==> src/rtl/sdram_burst_reader.sv <==
// sdram_burst_reader: Avalon-MM burst read master that streams a contiguous run of
// SDRAM words out over a valid/ready interface through a credit-protected FIFO.
// Optional feature macro: SDRAM_READER_BOUNDARY_EN keeps every burst inside a
// BURST_LEN-aligned window, so an unaligned base produces a short first burst.
module sdram_burst_reader #(
    parameter int unsigned BURST_LEN   = 8,
    parameter int unsigned FIFO_DEPTH  = 32,
    parameter int unsigned COUNT_WIDTH = 24
) (
    input  logic                   clock,
    input  logic                   reset,
    input  logic                   start,
    input  logic [29:0]            base_address,
    input  logic [COUNT_WIDTH-1:0] word_count,
    output logic                   busy,
    output logic                   done,
    output logic [29:0]            avm_address,
    output logic [7:0]             avm_burstcount,
    output logic                   avm_read,
    input  logic                   avm_waitrequest,
    input  logic [31:0]            avm_readdata,
    input  logic                   avm_readdatavalid,
    output logic [31:0]            out_data,
    output logic                   out_valid,
    input  logic                   out_ready
);

    localparam int unsigned PtrW = $clog2(FIFO_DEPTH);
    localparam int unsigned OccW = PtrW + 1;

`ifdef SDRAM_READER_BOUNDARY_EN
    localparam bit BoundaryEn = 1'b1;
`else
    localparam bit BoundaryEn = 1'b0;
`endif

    typedef enum logic [1:0] {StIdle, StIssue, StDrain} state_e;

    state_e                 state_q;
    logic [COUNT_WIDTH-1:0] remaining_q, total_q, delivered_q;
    logic [OccW-1:0]        outstanding_q, fifo_count_q;
    logic [PtrW-1:0]        wr_ptr_q, rd_ptr_q;
    logic [31:0]            mem_q [FIFO_DEPTH];

    logic                   accept, push, pop, can_issue;
    logic [29:0]            nxt_addr;
    logic [COUNT_WIDTH-1:0] nxt_rem, delivered_d;
    logic [7:0]             nxt_burst;
    logic [31:0]            credit_used;

    // Words for the next command: capped by BURST_LEN (or the aligned window) and by what is left.
    function automatic logic [7:0] burst_len(input logic [29:0] addr,
                                             input logic [COUNT_WIDTH-1:0] rem);
        logic [31:0] lim;
        logic [31:0] rem32;
        lim   = BoundaryEn ? (32'(BURST_LEN) - 32'(addr % 30'(BURST_LEN))) : 32'(BURST_LEN);
        rem32 = 32'(rem);
        return 8'((rem32 < lim) ? rem32 : lim);
    endfunction

    assign accept    = avm_read && !avm_waitrequest;
    // Returns with nothing outstanding are stale (e.g. in flight across a reset) and dropped.
    assign push      = avm_readdatavalid && (outstanding_q != '0);
    assign out_valid = (fifo_count_q != '0);
    assign pop       = out_valid && out_ready;
    assign out_data  = mem_q[rd_ptr_q];

    // Next command candidate and credit check, accounting for a command accepted this cycle.
    always_comb begin
        nxt_addr    = avm_address;
        nxt_rem     = remaining_q;
        if (accept) begin
            nxt_addr = avm_address + 30'(avm_burstcount);
            nxt_rem  = remaining_q - COUNT_WIDTH'(avm_burstcount);
        end
        nxt_burst   = burst_len(nxt_addr, nxt_rem);
        // Pops this cycle are ignored, which only makes the check conservative.
        credit_used = 32'(fifo_count_q) + 32'(outstanding_q)
                    + (accept ? 32'(avm_burstcount) : 32'd0);
        can_issue   = (nxt_rem != '0) && (!avm_read || accept)
                    && (credit_used + 32'(nxt_burst) <= 32'(FIFO_DEPTH));
        delivered_d = delivered_q + COUNT_WIDTH'(pop);
    end

    // Control FSM with registered bus and status outputs.
    always_ff @(posedge clock) begin
        if (reset) begin
            state_q        <= StIdle;
            busy           <= 1'b0;
            done           <= 1'b0;
            avm_read       <= 1'b0;
            avm_address    <= '0;
            avm_burstcount <= '0;
            remaining_q    <= '0;
            total_q        <= '0;
            delivered_q    <= '0;
        end else begin
            done        <= 1'b0;
            delivered_q <= delivered_d;
            unique case (state_q)
                StIdle: begin
                    if (start) begin
                        total_q     <= word_count;
                        remaining_q <= word_count;
                        delivered_q <= '0;
                        if (word_count == '0) begin
                            done <= 1'b1;
                        end else begin
                            // FIFO is empty here, so the first burst always has credit.
                            busy           <= 1'b1;
                            avm_read       <= 1'b1;
                            avm_address    <= base_address;
                            avm_burstcount <= burst_len(base_address, word_count);
                            state_q        <= StIssue;
                        end
                    end
                end
                StIssue: begin
                    remaining_q <= nxt_rem;
                    if (can_issue) begin
                        avm_read       <= 1'b1;
                        avm_address    <= nxt_addr;
                        avm_burstcount <= nxt_burst;
                    end else if (accept) begin
                        avm_read    <= 1'b0;
                        avm_address <= nxt_addr;
                    end
                    if (accept && nxt_rem == '0) begin
                        state_q <= StDrain;
                    end
                end
                StDrain: begin
                    if (delivered_d == total_q) begin
                        done    <= 1'b1;
                        busy    <= 1'b0;
                        state_q <= StIdle;
                    end
                end
                default: state_q <= StIdle;
            endcase
        end
    end

    // FIFO pointers, occupancy and outstanding-word credit.
    always_ff @(posedge clock) begin
        if (reset) begin
            wr_ptr_q      <= '0;
            rd_ptr_q      <= '0;
            fifo_count_q  <= '0;
            outstanding_q <= '0;
        end else begin
            if (push) wr_ptr_q <= wr_ptr_q + PtrW'(1);
            if (pop)  rd_ptr_q <= rd_ptr_q + PtrW'(1);
            fifo_count_q  <= fifo_count_q + OccW'(push) - OccW'(pop);
            outstanding_q <= outstanding_q + (accept ? OccW'(avm_burstcount) : OccW'(0))
                           - OccW'(push);
        end
    end

    // Read-data storage; contents need no reset since pointers define validity.
    always_ff @(posedge clock) begin
        if (push) mem_q[wr_ptr_q] <= avm_readdata;
    end

endmodule

==> config.mk <==
export PLATFORM = sky130hd
export DESIGN_NAME = sdram_burst_reader
export DESIGN_NICKNAME = d
export VERILOG_FILES = /design/src/rtl/sdram_burst_reader.sv
export SDC_FILE = /design/constraint.sdc
export NUM_CORES = 1
export LEC_CHECK = 0
export CORE_MARGIN = 2
export CORE_UTILIZATION = 55
export CTS_CLUSTER_SIZE = 24
export DETAILED_ROUTE_END_ITERATION = 10
export GPL_ROUTABILITY_DRIVEN = 0
export GPL_TIMING_DRIVEN = 0
export PLACE_DENSITY_LB_ADDON = 0.15
export SLEW_MARGIN = 20
export SYNTH_ARGS = -nofsm -noshare
export SYNTH_HDL_FRONTEND = slang
export SYNTH_SLANG_ARGS = --single-unit
==> constraint.sdc <==
create_clock -name clock -period 21.5 [get_ports clock]
set_clock_uncertainty 0.1 [all_clocks]
set_input_delay 4.3 -clock clock [delete_from_list [all_inputs] [get_ports clock]]
set_output_delay 4.3 -clock clock [all_outputs]
set_load 0.02 [all_outputs]
==> results.yml <==
sta:
  setup_viol: 0
  rsz0062_at_grt: "false"
  max_freq_ghz: 0.08986
  worstMarginPinSlew_ps: 1131
  slew_viol_final: 0
  layout_setup_ws_ps: 10370
  finalSetupTns_ps: 0
  holdWs_ps: 376.1
  finalCritPeriodShare_pct: 51.76
  finalHoldViolations: 0
  max-slew-margin-rel_pct: 24.62
  fin_crit_ps: 11130
die:
  rows: 108
  start_util_pct: 55.40
  io_pins: 166
  die_area_um2: 89480
  die_h_um: 299.1
  chipWidth_um: 299.1
  coreArea_um2: 86480
critical_path:
  path_class: "in -> reg"
  crit_required_ps: 21930
  start_kind: "primary input"
  reg2reg_from: "avm_burstcount[7]$_SDFFE_PP0P_"
  cp-startpoint: "avm_waitrequest"
  arrival_ps: 11560
  end_kind: "flip-flop"
  worstPathMaxFanout: 10
min_path:
  hp-start: "total_q[1]$_SDFFE_PP0P_"
  hp-class: "reg -> reg"
global_route:
  grt_max_degree: 33
  grt_remaining_overflow: 0
  gr-usage-all-layers_pct: 27.91
  grt_pass1_vias: 27760
  grt_pass1_wl_um: 182600
  antenna_found_initial: 0
yosys:
  syn-cell-area_um2: 47910
  synth.avg_cell_area_um2: 18.04
  synthArstFlopShare_pct: 0
  yosysMostFrequentCell: "edfxtp_1"
  yosys.cell_types.count: 74
  ys.warnings.count: 0
  ys.flop_type: "edfxtp_1"
  synth_edf_count: 1024
  synth_area_leaders: "edfxtp_1, mux4_2, dfxtp_1"
  syn-instance-count: 2655
  synth_top_area_cell: "edfxtp_1"
  ys_ff_latch: 1166
  yosys.area.top_type_share_pct: 64.18
  yosysSeqAreaShare_pct: 70.12
  yosys-top-cells-count: "edfxtp_1, mux4_2, nor2_1, dfxtp_1, nand2_1"
routing:
  drt-initial-drc-count: 3520
  drc: 0
  wl_per_cell_um: 29.16
  viasPerCell: 6.420
  ant_nets: 0
  drt-pass1-iter-count: 5
  vias: 27230
  drt_wl_total_um: 123700
clock_network:
  clock_sinks: 1166
  cts_setup_buffers: 0
  cts_tree: "yes"
  cts_resized: 0
  cts_buffers: 113
  clk_pin_slew_ps: 60
  cts_root_buf: "clkbuf_16"
  htreeDepth: 3
  clk_latency_ps: 690
  cts_buffer_depth: 3
  ctsHoldBuffers: 0
placement:
  dp_hpwl_um: 81720
  dp_slack_ps: 9851
  portBuffers: 163
layout:
  multi_input_area_um2: 13780
  drive_gt1_share_pct: 21.45
  ff_latch_area_um2: 33590
  fin_nets: 3154
  antenna-diode-count: 0
  area_delta_synth_final_pct: 17.14
  fillCellCount: 5809
job:
  max-cap-violations: 0
pwr:
  power_density_nw_per_um2: 105.1
  power_mw: 5.899
  worst_ir_drop_vdd_v: 0.00006490
  leakagePower_nw: 17.59
outcome:
  status: "finished, final reports clean"
==> per-stage QoR <==
stage / instance area (um^2) / cells / util, %
after floorplan: 47920 / 2659 / -
after global placement: 51000 / 3977 / 58.97
after detailed placement: 52520 / 4029 / 60.73
after CTS: 56140 / 4239 / 64.91
after global routing: 56120 / 4241 / 64.89
final: 56120 / 4241 / 64.89
==> cell usage in the layout, fill, tap and decap left out, drive strengths merged, types with 10 or more instances in the layout <==
cell type      instances
a211oi                41
a21o                  12
a21oi                 87
a22oi                 12
a31oi                 10
and3                  14
buf                   96
bufinv                10
clkbuf               257
clkdlybuf4s50        153
clkinv                47
dfxtp                142
edfxtp              1024
fa                    17
ha                    54
inv                   68
mux2                  33
mux4                 320
nand2                122
nand3                 34
nand4                 21
nor2                 171
nor2b                 10
nor3                  42
nor4                  21
o21ai                 43
o22ai                 18
or3                   12
xnor2                 41
xor2                  28
==> worst max-delay path: stages <==
cell and delay, ps:
clkdlybuf4s50_1 530, nor4b_2 570, nand2_1 170, nor4_1 660
nand3_1 250, xnor2_1 210, nor4_2 780, nand2_1 330
nor2_1 260, fa_1 460, fa_1 560, ha_1 160
inv_1 50, fa_1 400, xor2_1 170, nand3_1 130
o211ai_1 230, a21oi_1 150, o31ai_1 340, nor2_1 80
a31oi_1 560, o22ai_1 180
==> power breakdown <==
part | switching (mW) | total [mW] | internal [mW]
clock network | 0.842 | 1.95 | 1.10
logic | 0.729 | 1.38 | 0.647
registers | 0.0435 | 2.58 | 2.53
==> logic make-up after synthesis <==
kind of cell	after synthesis	synth area share (%)
compound gates	292	4.035
xor+xnor	71	1.355
fa+ha+maj	71	2.121
buf+inv	210	1.661
flops	1166	70.12
mux	357	15.90
other cells	1	0.007827
simple gates	487	4.800
==> per-layer routing <==
layer / routed length [um] / part of all wire (%) / GRT usage (%)
met3: 10270 / 8.3 / 3.936
met5: 0 / 0 / 0
met2: 62260 / 50 / 46.68
met4: 2943 / 2.4 / 7.250
met1: 48180 / 39 / 39.19
==> state kept, by name, summed over array words and instances (netlist names), named ones only <==
signal          flops
done                1
total_q            24
remaining_q        24
avm_address        30
mem_q            1024
state_q             2
busy                1
delivered_q        24
avm_burstcount      8
rd_ptr_q            5
wr_ptr_q            5
outstanding_q       6
fifo_count_q        6
avm_read            1
==> final timing paths <==
check | slack, ps | to | cells past startpoint
worst min-delay path | 380 | total_q[1]$_SDFFE_PP0P_ | 2
worst max-delay path | 10370 | avm_burstcount[3]$_SDFFE_PP0P_ | 22
worst min register to register | 380 | total_q[1]$_SDFFE_PP0P_ | 2
worst max register to register | 13680 | avm_burstcount[3]$_SDFFE_PP0P_ | 24
==> layout make-up <==
| class | count | area share (%) |
|---|---|---|
| sequential | 1166 | 59.86 |
| multi-input combinational | 1283 | 24.55 |
| clock buffer | 144 | 5.340 |
| timing repair buffer | 217 | 5.115 |
| tap | 1155 | 2.575 |
| clock inverter | 66 | 1.101 |
| buffer | 145 | 1.026 |
| inverter | 65 | 0.4348 |
Power figures use the tool's default switching activity.
